$ cat src/rtl/vga_frame_ctrl_if.sv
// vga_frame_ctrl_if: pixel position, config handshake and display outputs of the frame controller
interface vga_frame_ctrl_if;
   logic [9:0]  p_x;
   logic [9:0]  p_y;
   logic        v_ON;
   logic        cfg_valid;
   logic [1:0]  cfg_mode;
   logic [11:0] cfg_color;
   logic        cfg_ready;
   logic        cfg_pending;
   logic [1:0]  mode_q;
   logic [7:0]  frame_cnt;
   logic [11:0] rgb_out;
   modport master (output p_x, p_y, v_ON, cfg_valid, cfg_mode, cfg_color,
                   input cfg_ready, cfg_pending, mode_q, frame_cnt, rgb_out);
   modport slave  (input p_x, p_y, v_ON, cfg_valid, cfg_mode, cfg_color,
                   output cfg_ready, cfg_pending, mode_q, frame_cnt, rgb_out);
endinterface

$ cat src/rtl/vga_frame_ctrl.sv
// vga_frame_ctrl: owns display config, commits it only in vblank, drives registered pixel colour
module vga_frame_ctrl #(
   parameter int H_ACTIVE  = 640,
   parameter int V_ACTIVE  = 480,
   parameter int BAR_W     = 80,
   parameter int CHK_LOG2  = 5,
   parameter int BLINK_BIT = 4
) (
   input logic             clk,
   input logic             rst,
   vga_frame_ctrl_if.slave bus
);
   localparam logic [1:0] S_IDLE   = 2'd0;
   localparam logic [1:0] S_PEND   = 2'd1;
   localparam logic [1:0] S_COMMIT = 2'd2;
   localparam logic [9:0] V_END    = 10'(V_ACTIVE);
   localparam logic [9:0] H_END    = 10'(H_ACTIVE);
   localparam logic [9:0] BAR_W10  = 10'(BAR_W);
   localparam logic [9:0] BAR_END  = 10'(7 * BAR_W);
   localparam logic [11:0] BAR_TBL [8] = '{12'hFFF, 12'hFF0, 12'h0FF, 12'h0F0,
                                           12'hF0F, 12'hF00, 12'h00F, 12'h000};
   logic [1:0]  r_state;
   logic [1:0]  r_sh_mode;
   logic [11:0] r_sh_color;
   logic [1:0]  r_mode;
   logic [11:0] r_color;
   logic [7:0]  r_fcnt;
   logic        r_vb;
   logic [11:0] r_rgb;
   logic        w_vblank;
   logic [2:0]  w_idx;
   logic [11:0] w_pix;
   assign w_vblank = bus.p_y >= V_END;
   // columns past the last bar (or past the visible width) fall into the black bar
   assign w_idx = (bus.p_x >= BAR_END || bus.p_x >= H_END) ? 3'd7 : 3'(bus.p_x / BAR_W10);
   assign w_pix = (r_mode == 2'd0) ? r_color :
                  (r_mode == 2'd1) ? BAR_TBL[w_idx] :
                  (r_mode == 2'd2) ? ((bus.p_x[CHK_LOG2] ^ bus.p_y[CHK_LOG2]) ? 12'h000 : r_color) :
                  (r_fcnt[BLINK_BIT] ? 12'h000 : r_color);
   assign bus.cfg_ready   = r_state == S_IDLE;
   assign bus.cfg_pending = r_state != S_IDLE;
   assign bus.mode_q      = r_mode;
   assign bus.frame_cnt   = r_fcnt;
   assign bus.rgb_out     = r_rgb;
   // config handshake: capture in IDLE, hold until vblank, commit on the edge leaving COMMIT
   always_ff @(posedge clk or posedge rst) begin
      if (rst) begin
         r_state    <= S_IDLE;
         r_sh_mode  <= 2'd0;
         r_sh_color <= 12'h000;
         r_mode     <= 2'd0;
         r_color    <= 12'h000;
      end else begin
         case (r_state)
            S_IDLE: if (bus.cfg_valid) begin
               r_sh_mode  <= bus.cfg_mode;
               r_sh_color <= bus.cfg_color;
               r_state    <= S_PEND;
            end
            S_PEND: if (w_vblank) r_state <= S_COMMIT;
            S_COMMIT: begin
               r_mode  <= r_sh_mode;
               r_color <= r_sh_color;
               r_state <= S_IDLE;
            end
            default: r_state <= S_IDLE;
         endcase
      end
   end
   // frame counter steps on each vblank rising edge, independent of the handshake
   always_ff @(posedge clk or posedge rst) begin
      if (rst) begin
         r_vb   <= 1'b1;
         r_fcnt <= 8'd0;
      end else begin
         r_vb <= w_vblank;
         if (w_vblank && !r_vb) r_fcnt <= r_fcnt + 8'd1;
      end
   end
   // registered pixel output, blanked outside the visible region
   always_ff @(posedge clk or posedge rst) begin
      if (rst) r_rgb <= 12'h000;
      else     r_rgb <= bus.v_ON ? w_pix : 12'h000;
   end
endmodule

$ cat src/flat_wrapper.sv
// flat-port wrapper written by rule: the top's interface ports become plain ports
module vga_frame_ctrl_flat 
#(
   parameter int H_ACTIVE  = 640,
   parameter int V_ACTIVE  = 480,
   parameter int BAR_W     = 80,
   parameter int CHK_LOG2  = 5,
   parameter int BLINK_BIT = 4
)
  (clk, rst, bus_p_x, bus_p_y, bus_v_ON, bus_cfg_valid, bus_cfg_mode, bus_cfg_color, bus_cfg_ready, bus_cfg_pending, bus_mode_q, bus_frame_cnt, bus_rgb_out);
  vga_frame_ctrl_if bus_i ();
  input logic clk;
  input logic rst;
  input wire logic [$bits(bus_i.p_x)-1:0] bus_p_x;
  input wire logic [$bits(bus_i.p_y)-1:0] bus_p_y;
  input wire logic [$bits(bus_i.v_ON)-1:0] bus_v_ON;
  input wire logic [$bits(bus_i.cfg_valid)-1:0] bus_cfg_valid;
  input wire logic [$bits(bus_i.cfg_mode)-1:0] bus_cfg_mode;
  input wire logic [$bits(bus_i.cfg_color)-1:0] bus_cfg_color;
  output wire logic [$bits(bus_i.cfg_ready)-1:0] bus_cfg_ready;
  output wire logic [$bits(bus_i.cfg_pending)-1:0] bus_cfg_pending;
  output wire logic [$bits(bus_i.mode_q)-1:0] bus_mode_q;
  output wire logic [$bits(bus_i.frame_cnt)-1:0] bus_frame_cnt;
  output wire logic [$bits(bus_i.rgb_out)-1:0] bus_rgb_out;
  assign bus_i.p_x = bus_p_x;
  assign bus_i.p_y = bus_p_y;
  assign bus_i.v_ON = bus_v_ON;
  assign bus_i.cfg_valid = bus_cfg_valid;
  assign bus_i.cfg_mode = bus_cfg_mode;
  assign bus_i.cfg_color = bus_cfg_color;
  assign bus_cfg_ready = bus_i.cfg_ready;
  assign bus_cfg_pending = bus_i.cfg_pending;
  assign bus_mode_q = bus_i.mode_q;
  assign bus_frame_cnt = bus_i.frame_cnt;
  assign bus_rgb_out = bus_i.rgb_out;
  vga_frame_ctrl #(.H_ACTIVE(H_ACTIVE), .V_ACTIVE(V_ACTIVE), .BAR_W(BAR_W), .CHK_LOG2(CHK_LOG2), .BLINK_BIT(BLINK_BIT)) u_core (.clk(clk), .rst(rst), .bus(bus_i));
endmodule
$ cat config.mk
export PLATFORM = sky130hd
export DESIGN_NAME = vga_frame_ctrl_flat
export DESIGN_NICKNAME = d
export VERILOG_FILES = /design/src/rtl/vga_frame_ctrl_if.sv /design/src/rtl/vga_frame_ctrl.sv /design/src/flat_wrapper.sv
export SDC_FILE = /design/constraint.sdc
export NUM_CORES = 1
export LEC_CHECK = 0
export BUFFER_PORTS_ARGS = -buffer_cell sky130_fd_sc_hd__clkbuf_2
export CORE_MARGIN = 5
export CORE_UTILIZATION = 37
export DETAILED_ROUTE_END_ITERATION = 6
export HOLD_SLACK_MARGIN = 0.15
export PLACE_DENSITY = 0.65
export SLEW_MARGIN = 20
export SYNTH_ARGS = -nofsm -noshare
export SYNTH_HDL_FRONTEND = slang
export SYNTH_SLANG_ARGS = --single-unit
export TNS_END_PERCENT = 30
$ cat constraint.sdc
create_clock -name clk -period 1.9 [get_ports clk]
set_input_delay 0.19 -clock clk [delete_from_list [all_inputs] [get_ports clk]]
set_output_delay 0.19 -clock clk [all_outputs]
set_load 0.02 [all_outputs]
== Word level (Yosys, flattened, before mapping) ==
Memory sizes are Yosys's and may differ from the RTL's.
Index checks and enable logic that the tools add are counted.
Cells by class
  add/sub/neg operators: 1
  divide/modulo/power cells: 1
  $lt $le $gt $ge: 4
  eq/ne operators: 6
  mux-type cells: 12
  bitwise gates (word level): 2
  reductions and logical operators: 8
Operators with widths (count)
  12-bit 2-to-1 mux: 8
  10-bit >= comparator, second input constant: 2
  10-bit by 7-bit divider with 10-bit output, second input constant: 1
  10-bit by 9-bit >= comparator with 1-bit output, second input constant: 1
  8-bit by 1-bit adder with 8-bit output, second input constant: 1
  2-bit by 1-bit == test with 1-bit output, second input constant: 2
  2-bit == test, second input constant: 2
  4-bit >= comparator, second input constant: 1
  2-bit logical NOT: 2
  2-bit 2-to-1 mux: 2
  3-bit inverter with 4-bit output: 1
  2-bit case mux with 2 select lines: 1
  2-bit AND reduction: 2
  3-bit 2-to-1 mux: 1
  2-bit by 1-bit != test with 1-bit output, second input constant: 1
  2-bit != test, second input constant: 1
  2-bit nonzero test: 1
  1-bit logical AND: 1
  1-bit logical NOT: 1
  1-bit logical OR: 1
  1-bit XOR: 1
Word-level totals
  flip-flop bits (word level): 51
  ROM bits: 96
  input bits: 38
  output and inout port bits: 24
  logic and storage cells: 43
  memories kept: 1
Memories
  (name not given): depth 8, width 12, read ports 1, clocked after Yosys merged registers in 0, write ports 0, line vga_frame_ctrl.sv:37  | (r_mode == 2'd1) ? BAR_TBL[w_idx] :

== Longest topological paths before layout ==
  depth after elaboration: 10
  mapped depth: 6

== Least setup slack after synthesis ==
Ideal clock, no wire load.
  kind: register to register
  start: register u_core.r_state[1]
  end: register u_core.r_sh_color[10]
  setup time: 0.125 ns
  arrival time: 1.575 ns
  required time: 1.775 ns
  slack: 0.200 ns
  cell stages (with the launch flop): 7
  buffers on the path: 2
  period minus slack after synthesis: 1.700 ns
  cells stage by stage: dfrtp_1 or2_1 inv_2 and2_1 buf_2 buf_6 mux2_2
On the way
  word-level cells in the longest chain between the ends: 2
RTL lines
  from (decl): line vga_frame_ctrl.sv:22  | logic [1:0] r_state;
  from (signal assigned): line vga_frame_ctrl.sv:48  | r_state <= S_IDLE;
  from (signal assigned): line vga_frame_ctrl.sv:58  | r_state <= S_PEND;
  from (signal assigned): line vga_frame_ctrl.sv:60  | S_PEND: if (w_vblank) r_state <= S_COMMIT;
  2-bit logical NOT
  named net bus_cfg_ready: line flat_wrapper.sv:20  | output wire logic [$bits(bus_i.cfg_ready)-1:0] bus_cfg_ready;
  2-bit AND reduction (no line)
  to (signal assigned): line vga_frame_ctrl.sv:57  | r_sh_color <= bus.cfg_color;
  to (decl): line vga_frame_ctrl.sv:24  | logic [11:0] r_sh_color;
The timed path passes the listed nets, and every way through them passes these cells.
A chain may end at the register's enable or synchronous reset.

== Worst setup path in the final report ==
  start: register u_core.r_state[1]
  end: register u_core.r_sh_color[11]
On the way
  word-level cells in the longest chain between the ends: 2
RTL lines
  2-bit logical NOT: line vga_frame_ctrl.sv:54  | case (r_state)
  2-bit AND reduction (no line)
No other way between the ends.

==> results.md <==
- Across all setup checks in the final design, the least slack found is 0.3496 ns.
- The area growth from synthesis to layout is 27.03%.
- The switching part of the total is 36.93%.
- The element type at the critical path start is a flop.
- In the synthesized netlist, the number of instances is 173.
- The internal power summed over all cells is 2.492 mW.
- CTS placed an instance of sky130_fd_sc_hd__clkbuf_8 at the clock tree root.
- The global-route wire length before repair is 7590 um.
- The number of global-route vias before repair was 1585.
- Entering global routing, the biggest net connects 28 pins.
- The classification of the worst setup path is reg2reg.
- The clock power share is 15.7%.
- The maximum fanout along the worst path is 14.
- After synthesis, the most frequently instantiated cells are 50 x sky130_fd_sc_hd__dfrtp_1, 29 x sky130_fd_sc_hd__mux2_2, 15 x sky130_fd_sc_hd__nor2_1.
- The number of rows created at floorplan is 28.
- The required arrival time at the worst endpoint is 2.09 ns.
- The layout cell share with drive strength beyond 1 is 43.95%.
- The H-tree was split into 2 levels.
- The share of total power dissipated in sequential elements is 46.2%.
- The post-CTS resize count is 0.
- The area of the placeable core is 5921 sq um.
- The worst relative slew slack is 63.79%.
- The post-layout net count is 287.
- The diode insertion count for antenna repair is 0.
- After global routing the overflow that remains totals 0.
- The initial antenna violation count is 0.
- The net count after synthesis is 212.
- The proportion of synthesized flip-flops having asynchronous set or reset is 100.0%.
- Once detailed placement completed, the half-perimeter wirelength came to 3251 um.
- The mapped netlist covers 2250 sq um.
- The placer congestion estimate is 0.7624.
- The clock transition at the registers of the reported paths is 0.08 ns.
- In the routed design, unresolved DRC markers number 0.
- Setup repair after global routing left no endpoint under its margin.
- The worst endpoint data arrival time is 1.74 ns.
- The most common cell in the synthesized netlist is sky130_fd_sc_hd__dfrtp_1.
- The number of hold violations in the final report is 0.
- Timing analysis after detailed placement gives a worst setup slack of 0.3438 ns.
- In this run, post-CTS hold repair placed 17 buffers.
- The detail route stage leaves a number of antenna-violating nets equal to 0.
- The combinational cell fraction of total power is 38.1%.
- For this design the ratio of total power to cell area is 1382 nW/um^2.
- The number of max-slew violations in the final report is 0.
- The top-level port count is 62.
- Clock tree synthesis found a total of 51 sinks.
- Max-cap violations in this run came to 0.
- The worst setup path is captured at a flop.
- From left edge to right edge, the die measures 87.98 um.
- For this block, the via count after detailed routing is 1535.
- The first TritonRoute pass finished after 4 iterations.
- The tightest min-delay check is of the in2reg type.
- Among all flip-flop cells after synthesis, the most frequent one is sky130_fd_sc_hd__dfrtp_1.
- The run finished with clean final reports.
- The worst vdd rail ir drop is 435.2 uV.
- In this run, synthesis produced a sequential element count of 51.
- The full die area is 7740 sq um.
- Sorting the synthesized cells by area gives the leading types as sky130_fd_sc_hd__dfrtp_1 56%, sky130_fd_sc_hd__mux2_2 15%, sky130_fd_sc_hd__nor2_1 2.5%.
- In this run the biggest area consumer among cell types represents 55.62% of the synthesized area.
- Sequential elements use 56.79% of the synthesized area.
- The number of port buffers is 52.
- The pin slew with the least headroom to its limit is 0.5424 ns.
- The initial standard-cell utilization of the core is 38.00%.
- After detailed routing, the number of vias per cell comes to 4.752.
- Global routing used 12.86% of the available tracks.
- The number of design-rule violations left by the first detailed-router iteration is 34.
- The number of enable flip-flop cells after synthesis is 0.
- The minimum period implied by the final worst setup slack is 1.550 ns.
- The cell type with the largest total area after synthesis is sky130_fd_sc_hd__dfrtp_1.
- Setup violations remaining at the end of the flow were counted as 0.
- The switching power of the nets is 1.459 mW.
- Clock tree synthesis inserted a total of 5 buffers.
- The portion of the clock cycle consumed by the worst path in the final layout is 81.60%.
- The source-to-sink clock delay at the later pin of the worst-skew pair is 0.30 ns.
- Summed over all cells, the static leakage comes to 1.333 nW.
- The longest clock path from root to sink contains 2 buffers.
- The achievable clock frequency is 0.6450 GHz.
- The average cell area after synthesis is 13.00 sq um.
- The setup TNS is 0 ns.
- The final routed wire length divided by cell count is 13.50 um.
- Wires add up to 4361 um.
- Post-CTS timing repair inserted 0 buffers for setup.
- The number of distinct standard cells referenced by the synthesized netlist is 42.
- The number of synthesis warnings is 0.
- The TritonCTS clock tree is built.
- The worst clock skew is 0.005995 ns.
- The height of the die is 87.98 um.
-- registers in the layout (all words and copies together) (netlist names) --
| register | flops |
|---|---|
| u_core.bus.frame_cnt | 8 |
| u_core.bus.mode_q | 2 |
| u_core.bus.rgb_out | 12 |
| u_core.r_color | 12 |
| u_core.r_sh_color | 12 |
| u_core.r_sh_mode | 2 |
| u_core.r_state | 2 |
| u_core.r_vb | 1 |
-- metrics by stage --
step / power, mW / hold slack, ns / area, sq um / cells / utilization, %
2_1_floorplan: 2.885 / 0.3303 / 2250 / 173 / -
3_3_place_gp: 3.298 / 0.2525 / 2600 / 299 / 43.91
3_5_place_dp: 3.349 / 0.2541 / 2600 / 299 / 43.91
4_1_cts: 4.002 / 0.1963 / 2858 / 323 / 48.27
5_1_grt: 4.255 / 0.1953 / 2858 / 323 / 48.27
6_report: 3.950 / 0.2098 / 2858 / 323 / 48.27
-- area by class of cell --
cell class	instances	area, sq um
tap	75	93.84
clock inverter	1	5.005
sequential	51	1277
fill	526	3063
clock buffer	6	82.58
timing repair buffer	74	480.5
multi-input combinational	110	895.9
inverter	6	22.52
-- critical path, stage by stage (launching register included) --
cell,delay [ns]
sky130_fd_sc_hd__dfrtp_1,0.41
sky130_fd_sc_hd__or2_1,0.26
sky130_fd_sc_hd__inv_2,0.06
sky130_fd_sc_hd__and2_1,0.12
sky130_fd_sc_hd__buf_4,0.22
sky130_fd_sc_hd__mux2_2,0.36
-- cell families after synthesis --
family                   share of synthesized area [%]
AND/OR/NAND/NOR                                  8.621
buffers and inverters                            3.393
flip-flops                                       56.79
multiplexers                                     15.41
XOR/XNOR                                         3.115
AO/OA/AOI/OAI                                    11.68
adder cells (fa/ha/maj)                          1.001
-- metal layers --
metal  track usage [%]  part of all wire (%)  up-vias
met2             20.07                    48       32
met3             3.481                   5.0       10
li1                  -                     -      762
met1             16.16                    44      731
met5                 0                     0        -
met4             7.113                   2.9        0
-- worst paths after layout --
| path | end | cells past startpoint | from | slack [ns] |
|---|---|---|---|---|
| worst max-delay path | u_core.r_sh_color[11] | 5 | u_core.r_state[1] | 0.35 |
| max in group asynchronous | u_core.r_color[10] | 4 | rst | 0.91 |
| worst max register to register | u_core.r_sh_color[11] | 5 | u_core.r_state[1] | 0.35 |
| min in group asynchronous | u_core.bus.frame_cnt[1] | 3 | rst | 0.46 |
| worst min register to register | u_core.bus.frame_cnt[7] | 1 | u_core.bus.frame_cnt[7] | 0.47 |
| worst min-delay path | u_core.bus.rgb_out[8] | 2 | bus_v_ON | 0.21 |
-- placed cells by master, fill, tap and decap left out, types with 2 or more instances in the layout --
cell,Yosys,layout
sky130_fd_sc_hd__dlygate4sd3_1,0,17
sky130_fd_sc_hd__nand4_1,2,2
sky130_fd_sc_hd__a31o_2,4,4
sky130_fd_sc_hd__inv_2,1,2
sky130_fd_sc_hd__nor2_1,15,15
sky130_fd_sc_hd__clkbuf_2,0,52
sky130_fd_sc_hd__xor2_1,2,2
sky130_fd_sc_hd__inv_1,5,4
sky130_fd_sc_hd__nand3_1,4,4
sky130_fd_sc_hd__o21bai_1,2,2
sky130_fd_sc_hd__clkbuf_8,1,6
sky130_fd_sc_hd__dfrtp_1,50,50
sky130_fd_sc_hd__mux2_2,29,29
sky130_fd_sc_hd__xnor2_1,6,6
sky130_fd_sc_hd__nand2b_1,2,2
sky130_fd_sc_hd__a21oi_1,9,9
sky130_fd_sc_hd__mux2i_1,2,2
sky130_fd_sc_hd__buf_4,0,4
sky130_fd_sc_hd__a2111oi_2,3,3
sky130_fd_sc_hd__nand2_1,9,9
-- power by group through the flow --
stage | Sequential (mW) | Clock, mW | Combinational [mW]
after global routing | 1.89 | 0.682 | 1.68
final | 1.83 | 0.619 | 1.51
after floorplan | 2.00 | 0 | 0.886
after global placement | 1.84 | 0 | 1.46
after CTS | 1.82 | 0.641 | 1.54
after detailed placement | 1.85 | 0 | 1.50
No activity file was read; power rests on OpenSTA's default activity.
